==> config.mk <==
export PLATFORM = sky130hd
export DESIGN_NAME = wb_port_arbiter
export DESIGN_NICKNAME = d
export VERILOG_FILES = /design/src/rtl/wb_pkg.sv /design/src/rtl/rr_arbiter.sv /design/src/rtl/wb_port_arbiter.sv
export SDC_FILE = /design/constraint.sdc
export NUM_CORES = 1
export LEC_CHECK = 0
export CAP_MARGIN = 25
export CORE_MARGIN = 2
export CORE_UTILIZATION = 34
export DETAILED_ROUTE_END_ITERATION = 7
export PLACE_DENSITY_LB_ADDON = 0.1
export SLEW_MARGIN = 20
export SYNTH_ARGS = -nofsm -noshare
export SYNTH_HDL_FRONTEND = slang
export SYNTH_SLANG_ARGS = --single-unit
==> constraint.sdc <==
create_clock -name clk -period 2.35 [get_ports clk]
set_clock_uncertainty 0.2 [all_clocks]
set_input_delay 0.47 -clock clk [delete_from_list [all_inputs] [get_ports clk]]
set_output_delay 0.47 -clock clk [all_outputs]
set_load 0.02 [all_outputs]
==> src/rtl/wb_pkg.sv <==
`default_nettype none
// ============================================================================
// Module      : wb_pkg
// Description : Shared widths, payload type, requester indices and helpers
//               for the writeback port arbiter.
// Revision    : 1.0 - initial release
// ============================================================================
package wb_pkg;

    localparam int TAG_W  = 6;
    localparam int PRD_W  = 7;
    localparam int DATA_W = 32;

    localparam int REQ_ALU = 0;
    localparam int REQ_MUL = 1;
    localparam int REQ_LSU = 2;

    typedef struct packed {
        logic [TAG_W-1:0]  tag;
        logic [PRD_W-1:0]  prd;
        logic [DATA_W-1:0] data;
        logic              we;
    } wb_payload_t;

    // Position reached after stepping 'off' places from 'base' around a ring of n.
    function automatic int wrap_idx(input int base, input int off, input int n);
        return (base + off) % n;
    endfunction

endpackage
`default_nettype wire

==> src/rtl/rr_arbiter.sv <==
`default_nettype none
// ============================================================================
// Module      : rr_arbiter
// Description : Generic NUM_REQ round-robin grant with a registered pointer.
// Revision    : 1.0 - initial release
// ============================================================================
module rr_arbiter
    import wb_pkg::*;
#(
    parameter int NUM_REQ = 3
) (
    input  logic               clk,
    input  logic               rstn,
    input  logic [NUM_REQ-1:0] req,
    input  logic               update,
    output logic [NUM_REQ-1:0] grant
);

    localparam int PTR_W = (NUM_REQ > 1) ? $clog2(NUM_REQ) : 1;

    logic [PTR_W-1:0] r_ptr;
    logic [PTR_W-1:0] w_next_ptr;
    logic             w_found;

    // Scan distance k from the pointer; the first valid requester wins.
    always_comb begin
        grant      = '0;
        w_next_ptr = r_ptr;
        w_found    = 1'b0;
        for (int k = 0; k < NUM_REQ; k++) begin
            for (int i = 0; i < NUM_REQ; i++) begin
                if (!w_found && req[i] && (i == wrap_idx(int'(r_ptr), k, NUM_REQ))) begin
                    w_found    = 1'b1;
                    grant[i]   = 1'b1;
                    w_next_ptr = PTR_W'(wrap_idx(i, 1, NUM_REQ));
                end
            end
        end
    end

    always_ff @(posedge clk or negedge rstn) begin
        if (!rstn) begin
            r_ptr <= '0;
        end else if (update) begin
            r_ptr <= w_next_ptr;
        end
    end

endmodule
`default_nettype wire

==> src/rtl/wb_port_arbiter.sv <==
`default_nettype none
// ============================================================================
// Module      : wb_port_arbiter
// Description : Arbitrates NUM_REQ writeback requesters onto one registered
//               MEM/WB bus. Optional macro WB_ARB_LSU_PRIO_EN gives the last
//               requester (LSU) absolute priority.
// Revision    : 1.0 - initial release
// ============================================================================
module wb_port_arbiter #(
    parameter int NUM_REQ = 3,
    parameter int TAG_W   = wb_pkg::TAG_W,
    parameter int PRD_W   = wb_pkg::PRD_W,
    parameter int DATA_W  = wb_pkg::DATA_W
) (
    input  logic                      clk,
    input  logic                      rstn,
    input  logic                      flush,
    input  logic [NUM_REQ-1:0]        req_valid,
    output logic [NUM_REQ-1:0]        req_ready,
    input  logic [NUM_REQ*TAG_W-1:0]  req_tag,
    input  logic [NUM_REQ*PRD_W-1:0]  req_prd,
    input  logic [NUM_REQ*DATA_W-1:0] req_data,
    input  logic [NUM_REQ-1:0]        req_we,
    output logic                      wb_valid,
    output logic [TAG_W-1:0]          wb_tag,
    output logic [PRD_W-1:0]          wb_prd,
    output logic [DATA_W-1:0]         wb_data,
    output logic                      wb_we
);

    logic [NUM_REQ-1:0] w_rr_req;
    logic [NUM_REQ-1:0] w_rr_grant;
    logic [NUM_REQ-1:0] w_grant;
    logic               w_rr_update;
    logic [TAG_W-1:0]   w_tag;
    logic [PRD_W-1:0]   w_prd;
    logic [DATA_W-1:0]  w_data;
    logic               w_we;

    // Flush hides every request, so neither a grant nor a pointer move happens.
    assign w_rr_req = flush ? '0 : req_valid;

`ifdef WB_ARB_LSU_PRIO_EN
    localparam logic [NUM_REQ-1:0] LSU_ONEHOT = NUM_REQ'(1) << (NUM_REQ - 1);

    logic w_lsu_win;

    assign w_lsu_win   = req_valid[NUM_REQ-1] && !flush;
    assign w_grant     = w_lsu_win ? LSU_ONEHOT : w_rr_grant;
    assign w_rr_update = !w_lsu_win && (|w_rr_grant);
`else
    assign w_grant     = w_rr_grant;
    assign w_rr_update = |w_rr_grant;
`endif

    assign req_ready = w_grant;

    rr_arbiter #(
        .NUM_REQ (NUM_REQ)
    ) u_rr_arbiter (
        .clk    (clk),
        .rstn   (rstn),
        .req    (w_rr_req),
        .update (w_rr_update),
        .grant  (w_rr_grant)
    );

    // One-hot grant makes an AND-OR select sufficient.
    always_comb begin
        w_tag  = '0;
        w_prd  = '0;
        w_data = '0;
        w_we   = 1'b0;
        for (int i = 0; i < NUM_REQ; i++) begin
            if (w_grant[i]) begin
                w_tag  = w_tag  | req_tag[i*TAG_W +: TAG_W];
                w_prd  = w_prd  | req_prd[i*PRD_W +: PRD_W];
                w_data = w_data | req_data[i*DATA_W +: DATA_W];
                w_we   = w_we   | req_we[i];
            end
        end
    end

    always_ff @(posedge clk or negedge rstn) begin
        if (!rstn) begin
            wb_valid <= 1'b0;
            wb_tag   <= '0;
            wb_prd   <= '0;
            wb_data  <= '0;
            wb_we    <= 1'b0;
        end else if (|w_grant) begin
            wb_valid <= 1'b1;
            wb_tag   <= w_tag;
            wb_prd   <= w_prd;
            wb_data  <= w_data;
            wb_we    <= w_we;
        end else begin
            wb_valid <= 1'b0;
        end
    end

endmodule
`default_nettype wire

**Word-level counts from Yosys, hierarchy flattened**

Cells that the tools add are included.

- Muxes and demuxes: 39
- Div/mod/pow operators: 3
- Reduce and logical (&&, ||, !) cells: 31
- Bitwise logic cells: 8
- Equality and inequality tests: 6
- Add/sub/neg operators: 2

Operators with widths:

| cell | count |
|---|---|
| equality test 2 x 32 -> 1 bit, first input constant | 3 |
| equality test 3 x 32 -> 1 bit, first input constant | 3 |
| logical NOT 32 bit | 3 |
| two-way mux 32 bit | 3 |
| remainder unit 32 x 3 -> 32 bit, second input constant | 2 |
| OR 32 bit | 2 |
| remainder unit 3 x 3 -> 32 bit, second input constant | 1 |
| two-way mux 7 bit | 3 |
| two-way mux 1 bit | 20 |
| two-way mux 2 bit | 9 |
| two-way mux 6 bit | 3 |
| logical AND 1 bit | 17 |
| OR 7 bit | 2 |
| OR 6 bit | 2 |
| nonzero test 9 bit | 1 |
| logical NOT 1 bit | 8 |
| adder 2 x 1 -> 3 bit, second input constant | 1 |
| adder 2 x 2 -> 3 bit, second input constant | 1 |
| two-way mux 3 bit | 1 |
| OR reduction 3 bit | 1 |
| OR 1 bit | 2 |
| AND reduction 2 bit | 1 |

- Input port bits: 144
- Logic and storage cells: 95
- Register bits: 49
- Output and inout bits: 50

**Depth between registers and ports, before layout**

Gate-level depths: netlist (run 1).

- Depth after elaboration: 38
- Depth in mapped cells: 8
- Gate-level depth less buffers: 6

**By module**

From an unflattened synthesis (run 1), not the netlist that was laid out.

- Cells, all modules: 248
- Area total of the unflattened synthesis: 2582.5 um^2

By module, submodules not included:

| module | cells each | area an instance (um^2) | seq. area each (um^2) | instances |
|---|---|---|---|---|
| wb_port_arbiter | 224 | 2351.0 | 1176.1 | 1 |
| rr_arbiter | 24 | 231.5 | 50.0 | 1 |

**Least setup slack after synthesis (run 1)**

OpenSTA, ideal clock, no wires.

- Path type: reg-to-output
- From: register u_rr_arbiter.r_ptr[0]
- To: output req_ready[0]
- Cell stages (with the launch flop): 8
- Path buffers: 2
- Data arrival time: 1.613 ns
- Data required time: 1.680 ns
- Setup slack: 0.067 ns
- Cells stage by stage: dfrtp_1 -> inv_1 -> ha_1 -> nand2b_1 -> and3_1 -> buf_2 -> buf_2 -> and2_1

- Word-level cells in the longest chain between the ends: 28
- Elaborated cells between the ends (all ways): 39
- Classes of those cells: add/sub: 2; div: 3; eq/ne: 4; mux: 8; reduce/logical: 22

RTL lines:

| element | line | text |
|---|---|---|
| from (decl) | rr_arbiter.sv:21 | `logic [PTR_W-1:0] r_ptr;` |
| from (signal assigned) | rr_arbiter.sv:45 | `r_ptr <= w_next_ptr;` |
| branches (longest 27 deep; another with remainder unit 32 x 3 -> 32 bit) | - |  |
| two-way mux 1 bit (*) | rr_arbiter.sv:32 | `if (!w_found && req[i] && (i == wrap_idx(int'(r_ptr), k, NUM_REQ))) begin` |
| to (decl) | wb_port_arbiter.sv:19 | `output logic [NUM_REQ-1:0] req_ready,` |

Every way passes the cells marked *.

**Worst setup path in the final report (run 1)**

- From: register u_rr_arbiter.r_ptr[1]
- To: output req_ready[1]

- Word-level cells in the longest chain between the ends: 32
- Elaborated cells between the ends (all ways): 45
- Classes of those cells: add/sub: 2; div: 3; eq/ne: 5; mux: 10; reduce/logical: 25

RTL lines:

| element | line |
|---|---|
| branches (longest 31 deep; another with remainder unit 32 x 3 -> 32 bit) | - |
| two-way mux 1 bit (*) | rr_arbiter.sv:32 |

Marked as above.

==> results by group, run 1 <==
Clock tree
  • H-tree levels: 2
  • CTS tree: yes
  • Skew-Pair Late Insertion Delay: 300 ps
  • Num Clock Sinks: 49
  • Clock Path Buffers: 2
  • Reg clk slew, reported paths: 90 ps
  • Root Driver: clkbuf_8
  • Total CTS buffers: 5

GRT
  • Overall routing resource usage: 0.220
  • First-pass GRT wire length: 14,600 um
  • Total grt overflow: 0
  • Largest net degree at the start of global routing: 49
  • Via count of the first global-routing pass: 2,720
  • Initial antenna violation count: 0

Die
  • Rows: 31
  • IO Pins: 194
  • Die area: 0.00822 mm2
  • Die height: 90.7 um
  • Core ar.: 0.00725 mm2
  • Die X: 90.7 um
  • Initial Utilization: 0.352

Pwr
  • Pint: 0.00353 W
  • Sw Pwr: 0.00237 W
  • Clock share of power: 0.088
  • PwrDens: 1200 mW/mm2
  • Sequential group share of total power: 0.255
  • VDD IR max: 1170 uV
  • Sw Share: 0.402
  • LEAKAGE: 1.97 nW
  • Combinational power share: 0.657

Final layout
  • # diodes: 0
  • Layout net count: 540
  • Post-route cell area: 0.00490 mm2
  • Final Non-Filler Cells: 494
  • Final Util: 0.676
  • Area growth syn-to-layout: 92.0%
  • Layout cells sized above 1: 0.132

Critical path
  • CP max stage cell: dfrtp_1
  • Worst path max stage delay: 430 ps
  • R2R depth: 8
  • Arrival @ worst endpoint: 1660 ps
  • Reg2Reg Setup Slack: 20 ps
  • Critical Path RT: 1680 ps
  • Worst path most repeated cell: buf_6
  • Crit Path Class: register to output pin
  • CP max FO: 5
  • Reg2Reg Capture Point: wb_data[19]
  • CP Launch Type: register
  • CP cell instances: inv_1, ha_2, buf_6, o311a_4, buf_6
  • Worst Setup End Kind: output pin
  • Reg2reg start: u_rr_arbiter.r_ptr[1]

Synthesis
  • Top cells by area, synth: dfrtp_1 48%, a221o_1 18%, a32o_1 18%
  • Distinct cells, synth: 29
  • Syn_nets: 340
  • Largest area contributor in the netlist: dfrtp_1
  • Synthesized area: 0.00255 mm2
  • Syn Area/Cell: 13.2 um2
  • Register area share after synthesis: 0.480
  • Synthesized flop and latch total: 49
  • Synth warn: 0
  • Post-synthesis cell count: 194
  • Share of the synthesized area in the top cell type: 0.480

Timing
  • Setup violations, final: 0
  • Max Slew Vio Count: 0
  • Final Hold Violating Endpoints: 0
  • Tcrit/Tclk final: 0.993
  • RSZ-0062 raised after global routing: yes
  • Hold slack: 319 ps
  • Rel. slew slack: 0.612
  • Worst setup margin: 17.0 ps
  • Max frequency: 429 MHz
  • Post-route minimum period: 2330 ps
  • Slew @ Worst Pin: 582 ps

Routing
  • TritonRoute pass-1 iters: 4
  • Drt drc: 0
  • Antenna viol nets, final: 0
  • Routed wire length: 10,200 um
  • Wirelength per Cell: 20.6 um
  • Vias post-DR: 2,793
  • Drt via density: 5.65
  • DRT iter0 DRCs: 119

Place
  • Setup WS pre-CTS: -474 ps
  • DP HPWL: 6630 um
  • Inst Count DP: 474
  • GP Congestion: 0.863
  • Port buffer count: 193
  • Placed cell areas: 0.00454 mm2

Min path
  • Hold path depth: 1
  • Hold EP: wb_data[30]
  • Hold Path Origin: wb_data[30]
  • HP Class: register to register

Run
  • Max_cap viols: 0

Run status
  • Status: finished clean
## placed cells by master (no fill, tap or decap), types with 2 or more instances in the layout
master	instances
buf_6	5
nor2b_1	2
a221o_1	46
clkbuf_16	4
a21o_1	4
buf_12	3
dlymetal6s2s_1	2
clkdlybuf4s50_1	187
buf_4	14
clkbuf_8	5
inv_1	2
dfrtp_1	49
inv_2	2
a32o_1	46
## power groups by stage
| stage | logic (W) | clock network, W | registers [W] |
|---|---|---|---|
| 2_1_floorplan | 0.00160 | 0 | 0.00198 |
| 3_3_place_gp | 0.00334 | 0 | 0.00152 |
| 3_5_place_dp | 0.00341 | 0 | 0.00151 |
| 4_1_cts | 0.00348 | 0.000534 | 0.00150 |
| 5_1_grt | 0.00407 | 0.000561 | 0.00156 |
| 6_report | 0.00387 | 0.000520 | 0.00150 |
## metrics by stage
step | TNS [ps] | power [W]
6_report | 0 | 0.00589
5_1_grt | -1120 | 0.00619
4_1_cts | -48.9 | 0.00552
3_5_place_dp | -22570 | 0.00492
3_3_place_gp | -18080 | 0.00486
2_1_floorplan | 0 | 0.00358
## synthesized netlist by cell type
master          number
a21oi_1              1
a21o_1               4
buf_2                6
a31oi_2              1
inv_1                3
o21a_1               1
buf_8                3
o21bai_1             1
dfrtp_1             49
inv_2                1
a221o_1             46
a32o_1              46
o211a_1              1
nor2b_1              3
nand2_1              1
dlymetal6s2s_1       1
and3_1               1
nand3_1              1
and2_1               1
nor2_1               1
ha_1                 2
o21ba_1              1
o311a_1              1
nor3b_1              1
or2_1                1
clkbuf_1             4
nand2b_1             1
buf_4                4
buf_6                7
## timing repair
item                       CTS  global route
gates cloned                 0             4
hold endpoints to repair    22             0
pin swaps                    1             4
gates resized for setup     23            18
setup endpoints to repair   51            49
buffers inserted             0             7
hold buffers                 1             0
## logic make-up (layout without fill, tap and decap cells)
family	after synthesis	in the layout	share of synthesized area
simple gates	11	11	0.0250
buf+inv	29	230	0.0886
fa+ha+maj	2	2	0.00979
compound gates	103	103	0.397
flops	49	49	0.480
## layout make-up
| cell class | count | area [um2] |
|---|---|---|
| Multi-Input combinational cell | 116 | 1190 |
| Timing Repair Buffer | 218 | 2260 |
| Sequential cell | 49 | 1230 |
| Clock inverter | 3 | 21.3 |
| Tap cell | 99 | 124 |
| Clock buffer | 5 | 68.8 |
| Fill cell | 576 | 2350 |
| Inverter | 4 | 15.0 |
## worst max-delay path, delay by kind of cell, from the launching register on
family	cells	cell delay, ps
AOI/OAI and AO/OA	1	410
buffers and inverters	3	340
adders and majority gates	1	180
DFF	1	430
## state kept, by name, summed over array words and instances (netlist names)
name,flops
wb_we,1
u_rr_arbiter.r_ptr,2
wb_prd,7
wb_data,32
wb_tag,6
wb_valid,1
## layer usage
metal | part of all wire | global-route usage
met5 | 0 | 0
met4 | 0.013 | 0.0538
met3 | 0.086 | 0.0618
met2 | 0.48 | 0.376
met1 | 0.42 | 0.276
## worst max-delay path by stage
stage                     startpoint      endpoint  slack [ps]
2_1_floorplan  u_rr_arbiter.r_ptr[0]  req_ready[0]          70
3_3_place_gp            req_valid[0]     wb_tag[3]        -370
3_5_place_dp            req_valid[0]    wb_data[6]        -470
4_1_cts        u_rr_arbiter.r_ptr[1]  req_ready[0]         -20
5_1_grt        u_rr_arbiter.r_ptr[1]     wb_tag[4]         -40
6_report       u_rr_arbiter.r_ptr[1]  req_ready[1]          20
(Power assumes the default switching activity.)
==> run 2, diff against run 1 <==
Clock period 2.35 ns to 2.6 ns, I/O delays scaled along.
==> run 2 against run 1 <==
- via count decreased by 2.3%
- sequential power decreased by 9%
- combinational power decreased by 21%
- register-to-register slack improved by 80 ps
- critical path depth increased by 3
- final area decreased by 5.9%
- highest routed layer unchanged
- global-route usage increased by 0.77 points
- clock power decreased by 17%
- utilization decreased by 4.0 points
- critical path type is now register to register
- power decreased by 17%
- cell count decreased by 2.6%
==> results by group, run 2 (synthesis results as in run 1) <==
Timing
  • Post-route minimum period: 2500 ps
  • Final Hold Violating Endpoints: 0
  • Rel. slew slack: 0.622
  • RSZ-0062 raised after global routing: no
  • Setup TNS: 0 ps
  • Max Slew Vio Count: 0
  • Slew @ Worst Pin: 567 ps
  • Setup violations, final: 0
  • Tcrit/Tclk final: 0.961
  • Max frequency: 400 MHz

Die
  • Rows: 31
  • Die area: 0.00822 mm2
  • Die height: 90.7 um
  • IO Pins: 194
  • Core ar.: 0.00725 mm2
  • Initial Utilization: 0.352
  • Die X: 90.7 um

Clock tree
  • H-tree levels: 2
  • CTS tree: yes
  • Clock Path Buffers: 2
  • Num Clock Sinks: 49
  • Hold Buf Count CTS: 0
  • Root Driver: clkbuf_8
  • Reg clk slew, reported paths: 90 ps
  • Total CTS buffers: 5
  • Skew-Pair Late Insertion Delay: 290 ps

Run
  • Max_cap viols: 0

Place
  • GP Congestion: 0.811
  • DP HPWL: 6640 um
  • Port buffer count: 193

Final layout
  • Final Util: 0.636
  • # diodes: 0
  • Most common cell after layout, fill and taps aside: clkdlybuf4s50_1
  • Top flop regs: wb_data: 32 flops, wb_prd: 7 flops, wb_tag: 6 flops
  • Number of fill cells: 586
  • Layout cells sized above 1: 0.0733
  • Area growth syn-to-layout: 80.6%
  • Number of flip-flops in the largest register: 32
  • Layout net count: 527
  • Top reg by flops: wb_data
  • Commonest non-fill, non-tap cells in the layout: 189 x clkdlybuf4s50_1, 49 x dfrtp_1, 46 x a32o_1, 46 x a221o_1, 8 x buf_4

GRT
  • Via count of the first global-routing pass: 2,774
  • Initial antenna violation count: 0
  • First-pass GRT wire length: 15,100 um
  • Largest net degree at the start of global routing: 49
  • Overall routing resource usage: 0.228
  • Total grt overflow: 0

Routing
  • DRT iter0 DRCs: 140
  • Antenna viol nets, final: 0
  • TritonRoute pass-1 iters: 4
  • Wirelength per Cell: 19.6 um
  • Drt via density: 5.67
  • Routed wire length: 9440 um
  • Drt drc: 0
  • Vias post-DR: 2,729

Pwr
  • PwrDens: 1050 mW/mm2
  • LEAKAGE: 1.83 nW
  • VDD IR max: 1030 uV

Run status
  • Status: finished clean

Critical path
  • CP Launch Type: register
  • Arrival @ worst endpoint: 2480 ps
  • Worst path buffer plus inverter count: 3
  • Critical path's top delay family: compound AO/OA/AOI/OAI gates
  • Worst Setup End Kind: register
  • CP cell instances: inv_1, ha_2, a21oi_1, o311a_2, clkbuf_8, a31oi_4, buf_12, a221o_1
  • Crit Path Class: register to register
  • Critical Path RT: 2580 ps
  • CP max FO: 48
  • Worst path max stage delay: 400 ps
  • CP max stage cell: dfrtp_1

Min path
  • HP Class: primary input to async pin
## run 2: changes by cell type in the layout (fill, tap and decap cells not counted), moves of 2 or more
cell	previous run	this run
buf_4	14	8
buf_6	5	0
clkbuf_16	4	0
clkbuf_1	0	2
clkbuf_2	0	2
clkdlybuf4s50_1	187	189
dlymetal6s2s_1	2	0
## run 2: where the power goes
group	switching, W	internal, W	leakage, nW
Combinational	0.00152	0.00154	1.19
Clock	0.000241	0.000191	0.0385
Sequential	0.000222	0.00115	0.602
Total	0.00198	0.00288	1.83
## run 2: routing by layer
| layer | wire length, um | track usage | vias to the layer above |
|---|---|---|---|
| met3 | 703 | 0.0576 | 8 |
| li1 | - | - | 1226 |
| met4 | 107 | 0.0551 | 0 |
| met2 | 4680 | 0.386 | 134 |
| met1 | 3940 | 0.293 | 1361 |
| met5 | 0 | 0 | - |
## run 2: final timing paths
| path | startpoint | endpoint | slack [ps] | cells after the start |
|---|---|---|---|---|
| worst max-delay path | u_rr_arbiter.r_ptr[0] | wb_data[28] | 100 | 8 |
| worst min-delay path | rstn | wb_data[7] | 9 | 1 |
| worst max register to register | u_rr_arbiter.r_ptr[0] | wb_data[28] | 100 | 8 |
| worst min register to register | wb_data[14] | wb_data[14] | 320 | 1 |
| max in group asynchronous | rstn | wb_prd[6] | 1650 | 2 |
| min in group clk | wb_data[14] | wb_data[14] | 320 | 1 |
## run 2: area by class of cell
class	count	area (um2)	area share
Timing Repair Buffer	205	2050	0.443
Clock inverter	1	7.51	0.00163
Sequential cell	49	1230	0.266
Multi-Input combinational cell	116	1120	0.242
Clock buffer	7	76.3	0.0165
Inverter	4	15.0	0.00325
Tap cell	99	124	0.0269
## run 2: per-stage QoR
step	total power, W	cells	setup WS [ps]	hold slack [ps]	instance area, um2
finish	0.00486	481	101	8.79	4610
global route	0.00517	481	5.61	50.8	4610
CTS	0.00488	480	3.29	25.2	4610
detailed placement	0.00443	472	-244	293	4530
global placement	0.00437	472	-184	296	4530
floorplan	0.00324	194	267	24.4	2550
## run 2: worst reg2reg max path, stage by stage, from the launching register on
cell	delay (ps)
dfrtp_1	400
inv_1	70
ha_2	310
a21oi_1	220
o311a_2	230
clkbuf_8	330
a31oi_4	120
buf_12	190
a221o_1	310
## run 2: timing repair
item,4_1_cts,5_1_grt
pin swaps,0,0
gates resized for setup,7,7
setup endpoints to repair,49,50
setup buffers,0,1
hold endpoints to repair,0,0
==> run 3, diff against run 2 <==
Settings changed: CORE_UTILIZATION 34 to 31.
Clock period 2.6 ns to 2.05 ns, I/O delays scaled along.
==> run 3 against run 2 <==
- the flow now finishes with violations (setup timing)
- critical path type unchanged
- utilization shrank 2.4 points
- maximum frequency grew 9.7%
- first-iteration DRC count shrank 39%
- combinational power grew 47%
- final area grew 7.3%
- flip-flop and latch count is the same
- sequential power grew 26%
- sequential share of layout area shrank 1.8 points
- critical path depth is the same
==> results by group, run 3 (synthesis results as in run 1) <==
Min path
  • Hold EP: wb_data[23]
  • HP Class: register to register
  • Hold Path Origin: wb_data[23]
  • Hold path depth: 1

Clock tree
  • Total CTS buffers: 5
  • Skew-Pair Late Insertion Delay: 290 ps
  • CTS tree: yes
  • H-tree levels: 2
  • Root Driver: clkbuf_8
  • Clock Path Buffers: 2
  • Num Clock Sinks: 49
  • Reg clk slew, reported paths: 80 ps

Pwr
  • Sw Pwr: 0.00269 W
  • Total power draw: 0.00695 W
  • PwrDens: 1400 mW/mm2
  • VDD IR max: 947 uV
  • Sequential group share of total power: 0.249
  • Combinational power share: 0.649
  • Clock share of power: 0.102
  • Sw Share: 0.388
  • Pint: 0.00425 W
  • LEAKAGE: 1.98 nW

Critical path
  • R2R depth: 8
  • Worst Setup End Kind: register
  • Crit Path Class: register to register
  • Arrival @ worst endpoint: 2250 ps
  • Worst path max stage delay: 430 ps
  • CP max stage cell: dfrtp_1
  • CP max FO: 46
  • Reg2reg start: u_rr_arbiter.r_ptr[1]
  • CP cell instances: inv_2, ha_4, buf_6, o21ba_1, o211a_1, buf_8, a32o_1, a221o_1
  • Reg2Reg Setup Slack: -230 ps
  • CP Launch Type: register
  • Reg2Reg Capture Point: wb_data[29]
  • Critical Path RT: 2020 ps

Final layout
  • Most common cell after layout, fill and taps aside: clkdlybuf4s50_1
  • # diodes: 0
  • Top flop regs: wb_data: 32 flops, wb_prd: 7 flops, wb_tag: 6 flops
  • Final Non-Filler Cells: 503
  • Number of flip-flops in the largest register: 32
  • Layout net count: 543
  • Area growth syn-to-layout: 93.7%
  • Top reg by flops: wb_data
  • Layout cells sized above 1: 0.131
  • Commonest non-fill, non-tap cells in the layout: 189 x clkdlybuf4s50_1, 48 x dfrtp_1, 46 x a32o_1, 46 x a221o_1, 12 x buf_6

GRT
  • Overall routing resource usage: 0.210
  • Initial antenna violation count: 0
  • Via count of the first global-routing pass: 2,921
  • Largest net degree at the start of global routing: 47
  • Total grt overflow: 0
  • First-pass GRT wire length: 14,500 um

Timing
  • Setup TNS: -9220 ps
  • Post-route minimum period: 2280 ps
  • Hold slack: 314 ps
  • Final Hold Violating Endpoints: 0
  • Setup violations, final: 51
  • Max Slew Vio Count: 0
  • Slew @ Worst Pin: 396 ps
  • Max frequency: 439 MHz
  • Tcrit/Tclk final: 1.11
  • Rel. slew slack: 0.736
  • Worst setup margin: -227 ps
  • RSZ-0062 raised after global routing: yes

Die
  • IO Pins: 194
  • Die X: 94.8 um
  • Initial Utilization: 0.316
  • Core ar.: 0.00809 mm2
  • Die height: 94.8 um
  • Die area: 0.00898 mm2
  • Rows: 33

Place
  • Setup WS pre-CTS: -535 ps
  • GP Congestion: 0.780
  • Port buffer count: 193
  • Inst Count DP: 483
  • DP HPWL: 6530 um

Routing
  • Drt drc: 0
  • Drt via density: 5.49
  • Antenna viol nets, final: 0
  • TritonRoute pass-1 iters: 4
  • DRT iter0 DRCs: 85
  • Wirelength per Cell: 19.6 um
  • Vias post-DR: 2,763
  • Routed wire length: 9870 um

Run
  • Max_cap viols: 0

Run status
  • Failing checks: setup timing
  • Status: finished, violations left
==> run 3: changes by cell type in the layout (fill, tap and decap cells not counted), moves of 2 or more <==
cell,previous run,this run
clkbuf_2,2,0
clkbuf_16,0,2
inv_2,1,3
buf_6,0,12
ha_4,0,2
buf_4,8,11
inv_1,3,1
ha_2,2,0
==> run 3: layer usage <==
layer / vias to the layer above / GRT usage / routed length, um
met5: - / 0 / 0
met3: 13 / 0.0431 / 738
met4: 0 / 0.0604 / 150
met1: 1370 / 0.251 / 4050
met2: 122 / 0.379 / 4940
li1: 1258 / - / -
==> run 3: what timing repair did <==
item | CTS | global route
setup endpoints to repair | 51 | 51
gates resized for setup | 34 | 6
gates cloned | 1 | 3
endpoints found under the hold margin | 15 | 0
setup buffers | 5 | 2
hold buffers | 1 | 0
pin swaps | 2 | 3
==> run 3: worst max-delay path, delay by kind of cell (launching register included) <==
| family | cells | cell delay (ps) |
|---|---|---|
| buf+inv | 3 | 370 |
| fa+ha+maj | 1 | 180 |
| flops | 1 | 430 |
| compound gates | 4 | 940 |
==> run 3: worst max path at each step <==
stage                               start  slack, ps  cells after the start      endpoint
finish              u_rr_arbiter.r_ptr[1]       -230                      8   wb_data[29]
global placement             req_valid[2]       -500                      4  req_ready[1]
floorplan           u_rr_arbiter.r_ptr[1]        -40                      8   wb_data[22]
CTS                 u_rr_arbiter.r_ptr[1]       -220                      6  req_ready[2]
detailed placement           req_valid[2]       -530                      4  req_ready[1]
global route        u_rr_arbiter.r_ptr[1]       -280                      6  req_ready[0]
==> run 3: final cells by class <==
cell class              instances  area (um2)
fillers                       685        3140
repair buffers                221        2280
flip-flops and latches         49        1230
multi-input cells             116        1180
well taps                     105         131
clock buffers                   7        86.3
clock inverters                 1        30.0
inverters                       4        15.0
==> run 3: metrics by stage <==
stage          cell area, um2  utilization
2_1_floorplan            2600            -
3_5_place_dp             4590        0.567
5_1_grt                  4950        0.612
6_report                 4950        0.612
3_3_place_gp             4590        0.567
4_1_cts                  4850        0.599
==> run 3: power by group through the flow <==
stage / clock network [W] / registers (W) / logic (W)
final: 0.000708 / 0.00173 / 0.00451
after detailed placement: 0 / 0.00173 / 0.00402
after global routing: 0.000777 / 0.00179 / 0.00479
after floorplan: 0 / 0.00228 / 0.00189
after CTS: 0.000732 / 0.00173 / 0.00430
after global placement: 0 / 0.00171 / 0.00398
